--- config.mk ---
export PLATFORM = sky130hd
export DESIGN_NAME = semaforo_cruzamento_param_flat
export DESIGN_NICKNAME = d
export VERILOG_FILES = /design/src/rtl/semaforo_cruzamento_param_pkg.sv /design/src/rtl/semaforo_cruzamento_param_if.sv /design/src/rtl/semaforo_cruzamento_param_btn_sync_edge.sv /design/src/rtl/semaforo_cruzamento_param.sv /design/src/flat_wrapper.sv
export SDC_FILE = /design/constraint.sdc
export NUM_CORES = 1
export LEC_CHECK = 0
export BUFFER_PORTS_ARGS = -buffer_cell sky130_fd_sc_hd__buf_2
export CORE_MARGIN = 4
export CORE_UTILIZATION = 40
export CTS_BUF_LIST = sky130_fd_sc_hd__clkbuf_16
export DETAILED_ROUTE_END_ITERATION = 12
export GPL_TIMING_DRIVEN = 0
export MAX_ROUTING_LAYER = met4
export PLACE_DENSITY_LB_ADDON = 0.05
export SETUP_SLACK_MARGIN = 0.02
export SYNTH_ARGS = -nofsm -noshare
export SYNTH_HDL_FRONTEND = slang
export SYNTH_SLANG_ARGS = --single-unit
--- constraint.sdc ---
create_clock -name clk -period 2.8 [get_ports clk]
set_input_delay 0.28 -clock clk [delete_from_list [all_inputs] [get_ports clk]]
set_output_delay 0.28 -clock clk [all_outputs]
set_load 0.05 [all_outputs]
--- src/rtl/semaforo_cruzamento_param_pkg.sv ---
// Shared phase encodings and helpers for the N-way
// intersection controller.
package semaforo_pkg;

   localparam int PHASE_W = 3;

   typedef logic [PHASE_W-1:0] phase_t;

   localparam phase_t GREEN  = 3'd0;
   localparam phase_t YELLOW = 3'd1;
   localparam phase_t ALLRED = 3'd2;
   localparam phase_t WALK   = 3'd3;
   localparam phase_t FLASH  = 3'd4;

   // Round-robin successor of a way index
   function automatic logic [2:0] next_way(
      input logic [2:0] w,
      input int         n
   );
      if (int'(w) == n - 1)
         return 3'd0;
      return w + 3'd1;
   endfunction

endpackage

--- src/rtl/semaforo_cruzamento_param_if.sv ---
// Lamp/button bundle between board top and the
// intersection controller.
interface semaforo_cruzamento_param_if #(
   parameter int N_WAYS = 2
);
   import semaforo_pkg::*;

   logic              tick;
   logic [N_WAYS-1:0] botao;
   logic              flash_mode;
   logic [N_WAYS-1:0] light_GREEN;
   logic [N_WAYS-1:0] light_YELLOW;
   logic [N_WAYS-1:0] light_RED;
   logic [N_WAYS-1:0] p_light_GREEN;
   logic [N_WAYS-1:0] p_light_RED;
   logic [2:0]        cur_way;
   phase_t            phase;

   modport master (
      output tick, botao, flash_mode,
      input  light_GREEN, light_YELLOW, light_RED,
      input  p_light_GREEN, p_light_RED,
      input  cur_way, phase
   );

   modport slave (
      input  tick, botao, flash_mode,
      output light_GREEN, light_YELLOW, light_RED,
      output p_light_GREEN, p_light_RED,
      output cur_way, phase
   );

endinterface

--- src/rtl/semaforo_cruzamento_param_btn_sync_edge.sv ---
// Two-flop synchroniser with a rising-edge pulse taken
// one flop further down the chain.
module btn_sync_edge (
   input  logic clk,
   input  logic reset,
   input  logic i_async,
   output logic o_level,
   output logic o_rise
);

   logic [2:0] r_sh;

   always_ff @(posedge clk or posedge reset) begin
      if (reset)
         r_sh <= '0;
      else
         r_sh <= {r_sh[1:0], i_async};
   end

   assign o_level = r_sh[1];
   assign o_rise  = r_sh[1] & ~r_sh[2];

endmodule

--- src/rtl/semaforo_cruzamento_param.sv ---
// N-approach intersection controller: round-robin
// green, latched ped requests, all-red walk, flash.
module semaforo_cruzamento_param
   import semaforo_pkg::*;
#(
   parameter int N_WAYS      = 2,
   parameter int CNT_W       = 8,
   parameter int T_GREEN     = 20,
   parameter int T_MIN_GREEN = 5,
   parameter int T_YELLOW    = 3,
   parameter int T_ALLRED    = 2,
   parameter int T_WALK      = 8
) (
   input logic                        clk,
   input logic                        reset,
   semaforo_cruzamento_param_if.slave bus
);

   localparam logic [N_WAYS-1:0] ALL1 = '1;
   localparam logic [2:0] LAST_WAY = 3'(N_WAYS - 1);
   localparam logic [CNT_W-1:0] C_GREEN = CNT_W'(T_GREEN);
   localparam logic [CNT_W-1:0] C_MIN = CNT_W'(T_MIN_GREEN);
   localparam logic [CNT_W-1:0] C_YEL = CNT_W'(T_YELLOW);
   localparam logic [CNT_W-1:0] C_AR = CNT_W'(T_ALLRED);
   localparam logic [CNT_W-1:0] C_WALK = CNT_W'(T_WALK);

   logic [N_WAYS-1:0] w_btn_rise;
   logic              w_flash;
   logic              w_flash_rise_unused;

   phase_t            r_state, w_state_nx;
   logic [CNT_W-1:0]  r_timer, w_timer_nx, w_timer_inc;
   logic [2:0]        r_cur_way, w_cur_way_nx;
   logic [2:0]        r_next_way, w_next_way_nx;
   logic [N_WAYS-1:0] r_req, w_req_nx;
   logic [N_WAYS-1:0] r_walk_mask, w_walk_mask_nx;
   logic              r_blink, w_blink_nx;

   logic [N_WAYS-1:0] w_onehot;
   logic [N_WAYS-1:0] r_g, r_y, r_r, r_pg, r_pr;
   logic [N_WAYS-1:0] w_g, w_y, w_r, w_pg, w_pr;

   for (genvar gi = 0; gi < N_WAYS; gi++) begin : g_btn
      logic w_level_unused;
      btn_sync_edge u_sync (
         .clk     (clk),
         .reset   (reset),
         .i_async (bus.botao[gi]),
         .o_level (w_level_unused),
         .o_rise  (w_btn_rise[gi])
      );
   end

   btn_sync_edge u_flash_sync (
      .clk     (clk),
      .reset   (reset),
      .i_async (bus.flash_mode),
      .o_level (w_flash),
      .o_rise  (w_flash_rise_unused)
   );

   assign w_timer_inc = r_timer + 1'b1;

   always_ff @(posedge clk or posedge reset) begin
      if (reset) begin
         r_state     <= ALLRED;
         r_timer     <= '0;
         r_cur_way   <= '0;
         r_next_way  <= '0;
         r_req       <= '0;
         r_walk_mask <= '0;
         r_blink     <= 1'b0;
         r_g         <= '0;
         r_y         <= '0;
         r_r         <= ALL1;
         r_pg        <= '0;
         r_pr        <= ALL1;
      end else begin
         r_state     <= w_state_nx;
         r_timer     <= w_timer_nx;
         r_cur_way   <= w_cur_way_nx;
         r_next_way  <= w_next_way_nx;
         r_req       <= w_req_nx;
         r_walk_mask <= w_walk_mask_nx;
         r_blink     <= w_blink_nx;
         r_g         <= w_g;
         r_y         <= w_y;
         r_r         <= w_r;
         r_pg        <= w_pg;
         r_pr        <= w_pr;
      end
   end

   // Flash overrides any timer-driven exit
   always_comb begin
      w_state_nx = r_state;
      if (w_flash) begin
         w_state_nx = FLASH;
      end else begin
         unique case (r_state)
            GREEN:
               if (bus.tick && (w_timer_inc == C_GREEN ||
                   (|r_req && w_timer_inc >= C_MIN)))
                  w_state_nx = YELLOW;
            YELLOW:
               if (bus.tick && w_timer_inc == C_YEL)
                  w_state_nx = ALLRED;
            ALLRED:
               if (bus.tick && w_timer_inc == C_AR)
                  w_state_nx = (|r_req) ? WALK : GREEN;
            WALK:
               if (bus.tick && w_timer_inc == C_WALK)
                  w_state_nx = ALLRED;
            FLASH:
               w_state_nx = ALLRED;
            default:
               w_state_nx = ALLRED;
         endcase
      end

      w_cur_way_nx   = r_cur_way;
      w_next_way_nx  = r_next_way;
      w_req_nx       = r_req | w_btn_rise;
      w_walk_mask_nx = r_walk_mask;
      w_blink_nx     = (r_state == FLASH) ?
                       (r_blink ^ bus.tick) : 1'b0;

      if (w_state_nx != r_state)
         w_timer_nx = '0;
      else if (bus.tick)
         w_timer_nx = w_timer_inc;
      else
         w_timer_nx = r_timer;

      // Entry actions
      if (w_state_nx != r_state) begin
         unique case (w_state_nx)
            GREEN: begin
               w_cur_way_nx  = r_next_way;
               w_next_way_nx = next_way(r_next_way, N_WAYS);
            end
            WALK: begin
               w_walk_mask_nx = r_req | w_btn_rise;
               w_req_nx       = '0;
            end
            ALLRED:
               if (r_state == FLASH) begin
                  w_cur_way_nx  = LAST_WAY;
                  w_next_way_nx = 3'd0;
               end
            default: ;
         endcase
      end
   end

   assign w_onehot = N_WAYS'(1) << w_cur_way_nx;

   // Decoded from next-state so lamps track phase
   always_comb begin
      w_g  = '0;
      w_y  = '0;
      w_r  = ALL1;
      w_pg = '0;
      w_pr = ALL1;
      unique case (w_state_nx)
         GREEN: begin
            w_g = w_onehot;
            w_r = ~w_onehot;
         end
         YELLOW: begin
            w_y = w_onehot;
            w_r = ~w_onehot;
         end
         WALK: begin
            w_pg = w_walk_mask_nx;
            w_pr = ~w_walk_mask_nx;
         end
         FLASH: begin
            w_y = {N_WAYS{w_blink_nx}};
            w_r = '0;
         end
         default: ;
      endcase
   end

   assign bus.light_GREEN   = r_g;
   assign bus.light_YELLOW  = r_y;
   assign bus.light_RED     = r_r;
   assign bus.p_light_GREEN = r_pg;
   assign bus.p_light_RED   = r_pr;
   assign bus.cur_way       = r_cur_way;
   assign bus.phase         = r_state;

endmodule

--- src/flat_wrapper.sv ---
// flat-port wrapper written by rule: the top's interface ports become plain ports
module semaforo_cruzamento_param_flat import semaforo_pkg::*;
#(
   parameter int N_WAYS      = 2,
   parameter int CNT_W       = 8,
   parameter int T_GREEN     = 20,
   parameter int T_MIN_GREEN = 5,
   parameter int T_YELLOW    = 3,
   parameter int T_ALLRED    = 2,
   parameter int T_WALK      = 8
)
  (clk, reset, bus_tick, bus_botao, bus_flash_mode, bus_light_GREEN, bus_light_YELLOW, bus_light_RED, bus_p_light_GREEN, bus_p_light_RED, bus_cur_way, bus_phase);
  semaforo_cruzamento_param_if #(.N_WAYS(N_WAYS)) bus_i ();
  input logic clk;
  input logic reset;
  input wire logic [$bits(bus_i.tick)-1:0] bus_tick;
  input wire logic [$bits(bus_i.botao)-1:0] bus_botao;
  input wire logic [$bits(bus_i.flash_mode)-1:0] bus_flash_mode;
  output wire logic [$bits(bus_i.light_GREEN)-1:0] bus_light_GREEN;
  output wire logic [$bits(bus_i.light_YELLOW)-1:0] bus_light_YELLOW;
  output wire logic [$bits(bus_i.light_RED)-1:0] bus_light_RED;
  output wire logic [$bits(bus_i.p_light_GREEN)-1:0] bus_p_light_GREEN;
  output wire logic [$bits(bus_i.p_light_RED)-1:0] bus_p_light_RED;
  output wire logic [$bits(bus_i.cur_way)-1:0] bus_cur_way;
  output wire logic [$bits(bus_i.phase)-1:0] bus_phase;
  assign bus_i.tick = bus_tick;
  assign bus_i.botao = bus_botao;
  assign bus_i.flash_mode = bus_flash_mode;
  assign bus_light_GREEN = bus_i.light_GREEN;
  assign bus_light_YELLOW = bus_i.light_YELLOW;
  assign bus_light_RED = bus_i.light_RED;
  assign bus_p_light_GREEN = bus_i.p_light_GREEN;
  assign bus_p_light_RED = bus_i.p_light_RED;
  assign bus_cur_way = bus_i.cur_way;
  assign bus_phase = bus_i.phase;
  semaforo_cruzamento_param #(.N_WAYS(N_WAYS), .CNT_W(CNT_W), .T_GREEN(T_GREEN), .T_MIN_GREEN(T_MIN_GREEN), .T_YELLOW(T_YELLOW), .T_ALLRED(T_ALLRED), .T_WALK(T_WALK)) u_core (.clk(clk), .reset(reset), .bus(bus_i));
endmodule
## Yosys cells after proc, flatten, opt, wreduce, memory -nomap -nowiden

Cells that the tools add are included.

- Flip-flop bits (word level): 40
- Input port bits: 6
- Output and inout port bits: 16
- Logic and storage cells: 84

- Add/sub/neg operators: 2
- Order comparisons: 1
- Equality and inequality tests: 15
- Shifts and indexed selects: 1
- Muxes and demuxes: 29
- Bitwise operators: 8
- Reduce and logical (&&, ||, !) cells: 13

Operators with widths:

| operator | count |
|---|---|
| two-way mux 3 bit | 10 |
| == test 8 x 2 -> 1 bit, second input constant | 2 |
| two-way mux 2 bit | 8 |
| two-way mux 8 bit | 2 |
| == test 3 x 2 -> 1 bit, second input constant | 5 |
| case mux 3 bit (2 select lines) | 2 |
| case mux 3 bit (4 select lines) | 1 |
| adder 8 x 1 -> 8 bit, second input constant | 1 |
| == test 8 x 4 -> 1 bit, second input constant | 1 |
| == test 8 x 5 -> 1 bit, second input constant | 1 |
| >= comparator 8 x 3 -> 1 bit, second input constant | 1 |
| case mux 2 bit (2 select lines) | 2 |
| == test 3 x 1 -> 1 bit, second input constant | 2 |
| == test 3 bit, second input constant | 2 |
| logical NOT 3 bit | 2 |
| logical AND 1 bit | 5 |
| two-way mux 1 bit | 4 |
| inverter 2 bit | 2 |
| nonzero test 2 bit | 2 |
| OR reduction 2 bit | 2 |
| adder 3 x 1 -> 3 bit, second input constant | 1 |
| != test 3 bit | 1 |
| AND reduction 3 bit | 1 |
| left shift 1 x 3 -> 2 bit, first input constant | 1 |
| 6 further kinds | 8 |

## Depth between registers and ports, before layout

Gate-level depths: netlist (run 1).

- Word-level depth: 14
- Gate-level depth with buffers: 12
- Mapped depth without buffers: 10

## By module

Synthesis (run 1) repeated with hierarchy kept, for this count alone.

- Cells, all modules: 203
- Area, all modules: 2,088.3 um2

By module, submodules not included:

| module | instances | cells an instance | area an instance (um2) | sequential area each (um2) |
|---|---|---|---|---|
| semaforo_cruzamento_param | 1 | 188 | 1,810.5 | 807.0 |
| btn_sync_edge | 3 | 5 | 92.6 | 75.1 |

## Worst setup path after synthesis (run 1)

No wires, ideal clock.

- Path kind: reg-to-reg
- Start: register u_core.r_timer[0]
- End: register u_core.r_g[0] (netlist: u_core.bus.light_GREEN[0])
- Setup time: 0.107 ns
- Data arrival time: 2.810 ns
- Required time: 2.693 ns
- Setup slack: -0.117 ns
- Stages on the path, launching flop included: 12
- Buffers on the path: 2
- Clock period less this slack: 2.917 ns
- Cell sequence: dfrtp_1 -> ha_1 -> nand4_1 -> a2bb2oi_1 -> o22a_2 -> o31a_1 -> or4_4 -> a21bo_1 -> buf_6 -> and2_4 -> buf_6 -> a2111oi_4

- Cells in the longest elaborated chain, start to end: 13
- Elaborated cells on any way between the ends: 25
- Classes of those cells: 1 x add/sub; 1 x order compare; 6 x eq/ne; 1 x shift; 9 x mux; 7 x reduce/logical

Ends and longest elaborated chain:

| element | RTL line | source |
|---|---|---|
| start: declaration | semaforo_cruzamento_param.sv:32 | `logic [CNT_W-1:0] r_timer, w_timer_nx, w_timer_inc;` |
| start signal: assignment | semaforo_cruzamento_param.sv:80 | `r_timer <= w_timer_nx;` |
| adder 8 x 1 -> 8 bit (*) | semaforo_cruzamento_param.sv:62 | `assign w_timer_inc = r_timer + 1'b1;` |
| >= comparator 8 x 3 -> 1 bit | semaforo_cruzamento_param.sv:103 | `(\|r_req && w_timer_inc >= C_MIN)))` |
| logical AND 1 bit | semaforo_cruzamento_param.sv:103 |  |
| logical OR 1 bit | semaforo_cruzamento_param.sv:102 | `if (bus.tick && (w_timer_inc == C_GREEN \|\|` |
| logical AND 1 bit | semaforo_cruzamento_param.sv:102 |  |
| two-way mux 3 bit | semaforo_cruzamento_param.sv:102 |  |
| case mux 3 bit (4 select lines) (*) | semaforo_cruzamento_param.sv:100 | `unique case (r_state)` |
| two-way mux 3 bit (*) | semaforo_cruzamento_param.sv:97 | `if (w_flash) begin` |
| == test 3 x 2 -> 1 bit / logical NOT 3 bit (equally long branches) | n/a |  |
| case mux 3 bit (2 select lines) | semaforo_cruzamento_param.sv:137 | `unique case (w_state_nx)` |
| two-way mux 3 bit | semaforo_cruzamento_param.sv:136 | `if (w_state_nx != r_state) begin` |
| left shift 1 x 3 -> 2 bit | semaforo_cruzamento_param.sv:156 | `assign w_onehot = N_WAYS'(1) << w_cur_way_nx;` |
| two-way mux 2 bit (*) | semaforo_cruzamento_param.sv:165 | `unique case (w_state_nx)` |
| named net u_core.w_g[0] | semaforo_cruzamento_param.sv:41 | `logic [N_WAYS-1:0] w_g, w_y, w_r, w_pg, w_pr;` |
| end signal: assignment | semaforo_cruzamento_param.sv:86 | `r_g <= w_g;` |
| end: declaration | semaforo_cruzamento_param.sv:40 | `logic [N_WAYS-1:0] r_g, r_y, r_r, r_pg, r_pr;` |

Mark *: on every way through the listed nets, which the timed path passes. The rest lies on a longest branch.
A chain may end at the register's enable or synchronous reset.

## Worst setup path after layout (run 1)

- Start: register u_core.r_timer[1]
- End: register u_core.r_g[1] (netlist: u_core.bus.light_GREEN[1])

The elaborated chain is that of the path after synthesis.

==> results of run 1 <==
power breakdown:
| group | switching [mW] | internal (mW) | leakage [nW] |
|---|---|---|---|
| sequential | 0.0316 | 0.624 | 0.492 |
| clock | 0.205 | 0.320 | 0.0701 |
| combinational | 0.215 | 0.117 | 0.663 |
flip-flops by register name, indices dropped and copies added, names as in the netlist, 3 cells and up:
signal                    count
u_core.bus.cur_way            3
u_core.bus.phase              3
u_core.g_btn.u_sync.r_sh      6
u_core.r_next_way             3
u_core.r_timer                8
worst max-delay path, cell delays in order (launching register included):
cell,delay [ns]
dfrtp_2,0.42
ha_4,0.19
nand4_1,0.15
a2bb2oi_2,0.19
o22a_4,0.26
o31a_1,0.30
or4_4,0.43
a21bo_1,0.21
buf_6,0.13
and2_4,0.17
a2111oi_4,0.28
worst max path at each step:
stage / endpoint / slack (ns) / depth (start not counted)
after floorplan: u_core.bus.light_GREEN[0]$_DFF_PP0_ / -0.02 / 11
after global placement: u_core.bus.light_GREEN[1]$_DFF_PP0_ / -0.23 / 8
after detailed placement: u_core.bus.light_GREEN[1]$_DFF_PP0_ / -0.22 / 8
after CTS: u_core.bus.light_GREEN[1]$_DFF_PP0_ / -0.03 / 10
after global routing: u_core.bus.light_GREEN[1]$_DFF_PP0_ / -0.17 / 10
final: u_core.bus.light_GREEN[1]$_DFF_PP0_ / -0.04 / 10
layout make-up:
type / instances / area share [%]
clock inverter: 3 / 0.3965
clock buffer: 5 / 4.405
sequential: 40 / 35.55
multi-input combinational: 150 / 44.67
timing repair buffer: 35 / 7.885
buffer: 11 / 2.203
inverter: 13 / 1.806
tap: 70 / 3.084
stage by stage:
step / TNS, ns / total power [mW] / utilization, % / instances / setup slack, ns
final: -0.09229 / 1.513 / 54.91 / 327 / -0.04197
after global placement: -0.7750 / 0.9430 / 46.18 / 307 / -0.2282
after detailed placement: -0.7195 / 0.9447 / 46.18 / 307 / -0.2179
after floorplan: -0.03658 / 0.8822 / - / 216 / -0.01829
after global routing: -1.663 / 1.596 / 54.91 / 327 / -0.1671
after CTS: -0.04561 / 1.510 / 52.37 / 325 / -0.02727
kinds of logic after synthesis:
logic type	synth area share, %
flip-flops	46.48
AO/OA/AOI/OAI	16.74
multiplexers	2.540
buffers and inverters	6.004
AND/OR/NAND/NOR	20.90
adder cells (fa/ha/maj)	2.887
XOR/XNOR	4.446
per-layer routing:
metal	part of all wire, %	global-route usage, %
met5	0	-
met4	1.3	5.648
met1	47	20.94
met3	4.1	3.399
met2	47	25.00
repair_timing:
item | CTS | global route
gates resized for setup | 20 | 27
buffers inserted | 12 | 1
cloned | 0 | 1
setup endpoints to repair | 18 | 22
pin swaps | 8 | 15
layout by cell type (no fill, tap or decap), types with 2 or more instances in the layout:
cell type  count
a311oi_1       2
and2_4         2
buf_4         12
dfrtp_1       33
xor2_1         7
nand3b_1       2
nand2_1       19
mux2i_1        4
buf_6          3
inv_1         12
nand4_1        6
buf_2         23
a21o_1         5
a2bb2oi_2      2
nor2_4         7
clkbuf_16      5
dfstp_2        5
o31ai_1        2
a21oi_1        4
nand3_1       11
dfrtp_2        2
or4_4          2
o21ai_0        3
and3_4         2
nor2_1        12
a31oi_1        3
a2111oi_4      2
or3_4          2
xnor2_1        2
clkbuf_1       5
and3_1         5
nor3_1         2
or2_2          3
ha_1           3
clkinv_1       2
o21a_1         2
==> results.ini, run 1 <==
[status]
status = finished, violations left
violations = negative setup slack

[synth]
ys.warnings.count = 0
syn-instance-count = 216
syn_area_per_cell_um2 = 10.03
synth_area_um2 = 2167
synth_ff_type = dfrtp_1
synth_top_area_share_pct = 40.42
synth_enable_flop_cells = 0
synth.top_cells.by_count = 35 x dfrtp_1, 19 x nand2_1, 19 x nor2_1
synth_fp_nets = 227
yosysTopAreaCell = dfrtp_1
ys_types = 54
yosysSeqAreaShare_pct = 46.48
synth.ff_latch_count = 40
synth_area_leaders = dfrtp_1 40%, dfstp_2 6.1%, nand2_1 3.3%
async_reset_ff_share_pct = 100.0
yosysMostFrequentCell = dfrtp_1

[finish]
diodes = 0
syn2layout_area_growth_pct = 31.06
fin_area_um2 = 2840
fillers = 478
post_route_cells_drive_above_1_share_pct = 36.96
multi_input_area_um2 = 1269
regArea_um2 = 1010
nets = 267

[sta]
slew_headroom_pct = 44.74
hold_viol = 0
fin_crit_sh_pct = 101.5
setup_violations = 4
fmax_ghz = 0.3519
setup_ws_ns = -0.04197
tightestPinTransition_ns = 0.8276
holdWs_ns = 0.1053
period_needed_ns = 2.842
rsz0062_at_grt = yes
skew_ns = 0.005162
maxSlewViolCount = 0

[clock_tree]
holdBufCountCts = 0
root_buffer = clkbuf_16
clkTransAtPathRegs_ns = 0.06
cts-htree-levels = 2
tritoncts = built
insertion_delay_ns = 0.28
clk_path_buf_depth = 2
cts_sinks = 40
cts_made_buffers = 5

[floorplan]
core_um2 = 5172
rows = 26
die-area_um2 = 6659
dieWidth_um = 81.61
initial_core_util_pct = 41.90
die_h_um = 81.61
ios = 22

[setup_path]
arrival_ns = 3.01
r2r_cells = 10
cp_max_fo = 6
reg2reg_to = u_core.bus.light_GREEN[1]$_DFF_PP0_
endpoint_kind = flop
critical_path_class = flop to flop
worstPathRequired_ns = 2.97
r2r_setup_slack_ns = -0.04
startpoint_type = flop
setup.worst_path.start = u_core.r_timer[1]$_DFFE_PP0P_
r2r_start = u_core.r_timer[1]$_DFFE_PP0P_

[place]
placed_area_um2 = 2389
post-dp-hpwl_mm = 3.289
io_buffers = 21
gp_congestion = 0.7937

[hold_path]
hp-start = bus_botao[0]
hold_path.class = input pin to flop
hold-path-endpoint = u_core.g_btn[0].u_sync.r_sh[0]$_DFF_PP0_
whs_path_depth = 1

[drt]
drt_wl_total_mm = 4.829
wl_per_cell_um = 14.77
ant_nets = 0
viasPerCell = 5.300
route.detailed.drc = 0
drtIter0Drc = 45
firstDrtPassIters = 4
detailroute.via_count = 1733

[global_routing]
overflow = 0
grtUsageTotal_pct = 16.11
grt_pass1_vias = 1732
grt_max_degree = 41
grt_pass1_wl_mm = 8.017
antenna_found_initial = 0

[pwr]
ir_drop_v = 0.0003583
leakagePower_nw = 1.225
power_density_nw_per_um2 = 532.6

[job]
cap_violations = 0

Note: power is estimated with default switching activity, not from simulation.
==> inputs of run 2 (changes only) <==
Settings changed: CORE_ASPECT_RATIO set to 0.9, GPL_TIMING_DRIVEN 0 to unset.
==> results.ini, run 2 (synthesis results as in run 1) <==
[finish]
final_common_cell = dfrtp_1
final_cell_mix = 33 x dfrtp_1, 24 x buf_4, 21 x buf_2
top_regs = u_core.r_timer (8), u_core.g_btn.u_sync.r_sh (6)
syn2layout_area_growth_pct = 25.69
diodes = 0  ; unchanged
fillers = 481  ; +0.63%
post_route_cells_drive_above_1_share_pct = 33.98  ; -3.0 points
final_util_pct = 51.83  ; -3.1 points
top_register = u_core.r_timer
largest_register_ffs = 8  ; unchanged
fin_area_um2 = 2724  ; -4.1%
nets = 266  ; -0.37%

[sta]
rsz0062_at_grt = yes
slew_headroom_pct = 66.10  ; +21 points
maxSlewViolCount = 0  ; unchanged
fin_crit_sh_pct = 98.17  ; -3.3 points
tightestPinTransition_ns = 0.5086  ; -0.3191 ns
holdWs_ns = 0.1032  ; -0.002042 ns
period_needed_ns = 2.749  ; -0.09313 ns
fmax_ghz = 0.3638  ; +3.4%
skew_ns = 0.006841  ; +0.001678 ns
setup_violations = 0  ; -4
hold_viol = 0  ; unchanged

[floorplan]
rows = 25  ; -3.8%
ios = 22  ; unchanged
die-area_um2 = 6661  ; about the same
initial_core_util_pct = 41.24  ; -0.66 points
dieWidth_um = 85.59  ; +4.9%
die_h_um = 77.83  ; -4.6%
core_um2 = 5255  ; +1.6%

[pwr]
swShare_pct = 28.19  ; -1.6 points
totalPowerFinal_mw = 1.613  ; +6.6%
clockPowerShare_pct = 40.1  ; +5.4 points
leakagePower_nw = 1.245  ; +1.6%
sequentialPowerShare_pct = 40.9  ; -2.5 points
ir_drop_v = 0.0004496  ; +25%
intPower_mw = 1.158  ; +9.1%
combPwrFrac_pct = 19.1  ; -2.8 points
power_density_nw_per_um2 = 592.2  ; +11%
switchingPower_mw = 0.4548  ; +0.80%

[global_routing]
antenna_found_initial = 0  ; unchanged
overflow = 0  ; unchanged
grt_pass1_wl_mm = 8.045  ; +0.35%
grtUsageTotal_pct = 15.44  ; -0.66 points
grt_pass1_vias = 1688  ; -2.5%
grt_max_degree = 41  ; unchanged

[place]
placed_area_um2 = 2467  ; +3.3%
post-dp-hpwl_mm = 3.478  ; +5.7%
gp_congestion = 0.8863  ; +12%
io_buffers = 21  ; unchanged

[drt]
detailroute.via_count = 1700  ; -1.9%
wl_per_cell_um = 14.20  ; -3.8%
firstDrtPassIters = 4  ; unchanged
viasPerCell = 5.263  ; -0.69%
route.detailed.drc = 0  ; unchanged
drtIter0Drc = 113  ; +150%
drt_wl_total_mm = 4.587  ; -5.0%
ant_nets = 0  ; unchanged

[clock_tree]
clk_path_buf_depth = 2  ; unchanged
tritoncts = built
cts_sinks = 40  ; unchanged
insertion_delay_ns = 0.28  ; about the same
clkTransAtPathRegs_ns = 0.06  ; about the same
cts-htree-levels = 2  ; unchanged
root_buffer = clkbuf_16
cts_made_buffers = 5  ; unchanged

[setup_path]
cp_max_fo = 7  ; +1
arrival_ns = 2.92  ; -0.09 ns
slowest_stage = or4_4
startpoint_type = flop
crit_chain = ha_4 -> nand4_1 -> a2bb2oi_1 -> o22a_2 -> o31a_1 -> or4_4 -> a21bo_4 -> and2_4 -> a2111oi_4
cp_slowest_stage_delay_ns = 0.44  ; about the same
critical_path_class = flop to flop
endpoint_kind = flop
worstPathRequired_ns = 2.97  ; about the same

[status]
status = finished clean

[job]
cap_violations = 0  ; unchanged

[hold_path]
hold_path.class = input pin to flop

[run 2: timing repair]
action | CTS | global route
hold buffers | 0 | 0
gates resized for setup | 6 | 12
pin swaps | 2 | 2
setup buffers | 1 | 1
setup endpoints to repair | 3 | 21
hold endpoints to repair | 0 | 0
[run 2: metal layers]
| layer | global-route usage [%] | share of wire (%) |
|---|---|---|
| met1 | 20.17 | 48 |
| met2 | 24.46 | 46 |
| met3 | 3.397 | 4.7 |
| met4 | 3.797 | 1.1 |
| met5 | - | 0 |
[run 2: power groups by stage]
stage	Sequential (mW)	Clock (mW)	Combinational, mW
floorplan	0.723	0	0.159
global placement	0.668	0	0.279
detailed placement	0.669	0	0.285
CTS	0.659	0.666	0.295
global route	0.666	0.694	0.337
finish	0.659	0.647	0.307
[run 2: area by class of cell]
cell class                      instances  area (µm²)  share of cell area [%]
Timing Repair Buffer                   45       285.3                   10.47
Tap cell                               67       83.83                   3.078
Clock inverter                          3       47.55                   1.746
Inverter                               13       51.30                   1.883
Multi-Input combinational cell        150        1121                   41.16
Sequential cell                        40        1010                   37.07
Clock buffer                            5       125.1                   4.593
[run 2: worst paths after layout]
path | startpoint | end | slack [ns] | depth (start not counted)
worst max-delay path | u_core.r_timer[0]$_DFFE_PP0P_ | u_core.bus.light_GREEN[1]$_DFF_PP0_ | 0.05 | 9
worst min-delay path | bus_botao[1] | u_core.g_btn[1].u_sync.r_sh[0]$_DFF_PP0_ | 0.10 | 1
worst max register to register | u_core.r_timer[0]$_DFFE_PP0P_ | u_core.bus.light_GREEN[1]$_DFF_PP0_ | 0.05 | 9
worst min register to register | u_core.u_flash_sync.r_sh[0]$_DFF_PP0_ | u_core.u_flash_sync.r_sh[1]$_DFF_PP0_ | 0.35 | 0
max in group asynchronous | reset | u_core.r_timer[1]$_DFFE_PP0P_ | 2.31 | 3
min in group asynchronous | reset | u_core.g_btn[0].u_sync.r_sh[0]$_DFF_PP0_ | 0.12 | 3
[run 2: worst max-delay path: cells and delay by family (launching register included)]
family | cells | cell delay [ns]
AOI/OAI and AO/OA | 5 | 1.30
adders and majority gates | 1 | 0.17
DFF | 1 | 0.41
and+or+nand+nor | 3 | 0.74
[run 2: through the flow]
step           cells  setup TNS [ns]  setup slack [ns]
2_1_floorplan    216        -0.03658          -0.01829
3_3_place_gp     313               0           0.03921
3_5_place_dp     313        -0.02827          -0.02827
4_1_cts          322               0           0.01550
5_1_grt          323         -0.4124          -0.06949
6_report         323               0           0.05116
==> inputs of run 3 (changes only) <==
Clock period 2.8 ns to 3.4 ns, I/O delays scaled along.
==> results.ini, run 3 (synthesis results as in run 1) <==
[pwr]
leakagePower_nw = 1.124  ; -9.7%
power_density_nw_per_um2 = 519.6  ; -12%
ir_drop_v = 0.0002698  ; -40%

[drt]
ant_nets = 0  ; unchanged
drtIter0Drc = 115  ; +1.8%
firstDrtPassIters = 5  ; +1
route.detailed.drc = 0  ; unchanged
viasPerCell = 5.360  ; +1.8%
detailroute.via_count = 1608  ; -5.4%
wl_per_cell_um = 14.48  ; +1.9%
drt_wl_total_mm = 4.343  ; -5.3%

[finish]
final_common_cell = dfrtp_1
final_cell_mix = 35 x dfrtp_1, 21 x buf_2, 19 x nor2_1, 19 x nand2_1, 13 x inv_1
largest_register_ffs = 8  ; unchanged
fin_area_um2 = 2449  ; -10%
top_regs = u_core.r_timer (8), u_core.g_btn.u_sync.r_sh (6)
post_route_cells_drive_above_1_share_pct = 20.60  ; -13 points
top_register = u_core.r_timer
diodes = 0  ; unchanged
fin_cells = 300  ; -7.1%
final_util_pct = 46.60  ; -5.2 points
nets = 243  ; -8.6%
syn2layout_area_growth_pct = 12.99

[sta]
setup_violations = 0  ; unchanged
slew_headroom_pct = 61.99  ; -4.1 points
hold_viol = 0  ; unchanged
skew_ns = 0.003236  ; -0.003605 ns
holdWs_ns = 0.1671  ; +0.06383 ns
period_needed_ns = 3.115  ; +0.3662 ns
fin_setup_tns_ns = 0  ; unchanged
fmax_ghz = 0.3210  ; -12%
fin_crit_sh_pct = 91.62  ; -6.6 points
rsz0062_at_grt = no
tightestPinTransition_ns = 0.5664  ; +0.05779 ns
maxSlewViolCount = 0  ; unchanged

[hold_path]
hold_path.class = input pin to flop

[place]
dp.cells = 292  ; -6.7%
placed_area_um2 = 2282  ; -7.5%
post-dp-hpwl_mm = 3.245  ; -6.7%
io_buffers = 21  ; unchanged
gp_congestion = 0.8395  ; -5.3%

[global_routing]
grt_max_degree = 41  ; unchanged
use_met2_pct = 24.07  ; -0.39 points
grt_pass1_vias = 1670  ; -1.1%
busiest_layer = met2
grt_pass1_wl_mm = 7.886  ; -2.0%
overflow = 0  ; unchanged
use_met1_pct = 19.53  ; -0.64 points
antenna_found_initial = 0  ; unchanged
grtUsageMet3_pct = 4.034  ; +0.64 points
grtUsageTotal_pct = 15.31  ; -0.14 points

[clock_tree]
cts_made_buffers = 5  ; unchanged
root_buffer = clkbuf_16
postCtsSetupBuffers = 0  ; -1
cts-htree-levels = 2  ; unchanged
tritoncts = built
cts.repair.resized = 0  ; -6
cts_sinks = 40  ; unchanged
clk_path_buf_depth = 2  ; unchanged
clkTransAtPathRegs_ns = 0.06  ; about the same
insertion_delay_ns = 0.28  ; about the same
holdBufCountCts = 0  ; unchanged

[job]
cap_violations = 0  ; unchanged

[floorplan]
initial_core_util_pct = 41.24  ; unchanged
ios = 22  ; unchanged
die-area_um2 = 6661  ; unchanged
dieWidth_um = 85.59  ; unchanged
die_h_um = 77.83  ; unchanged
core_um2 = 5255  ; unchanged
rows = 25  ; unchanged

[status]
status = finished clean

[setup_path]
critical_path_class = flop to flop
endpoint_kind = flop
arrival_ns = 3.29  ; +0.37 ns
startpoint_type = flop
cp_max_fo = 7  ; unchanged
worstPathRequired_ns = 3.57  ; +0.60 ns

==> run 3: worst paths after layout <==
kind,startpoint,end,slack [ns],depth (start not counted)
worst max-delay path,u_core.r_timer[2]$_DFFE_PP0P_,u_core.bus.light_GREEN[1]$_DFF_PP0_,0.28,8
worst min-delay path,bus_botao[0],u_core.g_btn[0].u_sync.r_sh[0]$_DFF_PP0_,0.17,1
worst max register to register,u_core.r_timer[2]$_DFFE_PP0P_,u_core.bus.light_GREEN[1]$_DFF_PP0_,0.28,8
worst min register to register,u_core.g_btn[1].u_sync.r_sh[0]$_DFF_PP0_,u_core.g_btn[1].u_sync.r_sh[1]$_DFF_PP0_,0.35,0
max in group asynchronous,reset,u_core.bus.light_RED[1]$_DFF_PP1_,2.86,3
min in group asynchronous,reset,u_core.r_timer[2]$_DFFE_PP0P_,0.18,3
==> run 3: stage by stage <==
| step | worst slack [ns] | total power [mW] |
|---|---|---|
| 2_1_floorplan | 0.4834 | 0.7247 |
| 3_3_place_gp | 0.3506 | 0.7655 |
| 3_5_place_dp | 0.2829 | 0.7717 |
| 4_1_cts | 0.2529 | 1.290 |
| 5_1_grt | 0.07965 | 1.345 |
| 6_report | 0.2849 | 1.272 |
==> run 3: final cells by class <==
cell class | count | area [µm²]
Clock inverter | 3 | 38.79
Tap cell | 67 | 83.83
Multi-Input combinational cell | 150 | 1032
Inverter | 13 | 48.80
Timing Repair Buffer | 22 | 112.6
Fill cell | 521 | 2806
Sequential cell | 40 | 1007
Clock buffer | 5 | 125.1
==> run 3: worst max-delay path, stage by stage (launching register included) <==
cell and delay, ns:
dfrtp_1 0.46, and3_1 0.37, xor2_1 0.26, mux2_4 0.34, o311ai_2 0.24, nand3b_1 0.21
or4_1 0.58, and2_1 0.22, a2111oi_4 0.32
==> run 3: report_power, final <==
part           switching (mW)  internal, mW
logic                   0.150        0.0682
clock network           0.169         0.342
registers              0.0301         0.514
==> run 3: per-layer routing <==
layer,vias to the layer above,wire [µm]
met5,-,0
met4,0,37
met3,4,193
met2,31,1960
met1,775,2151
li1,798,-
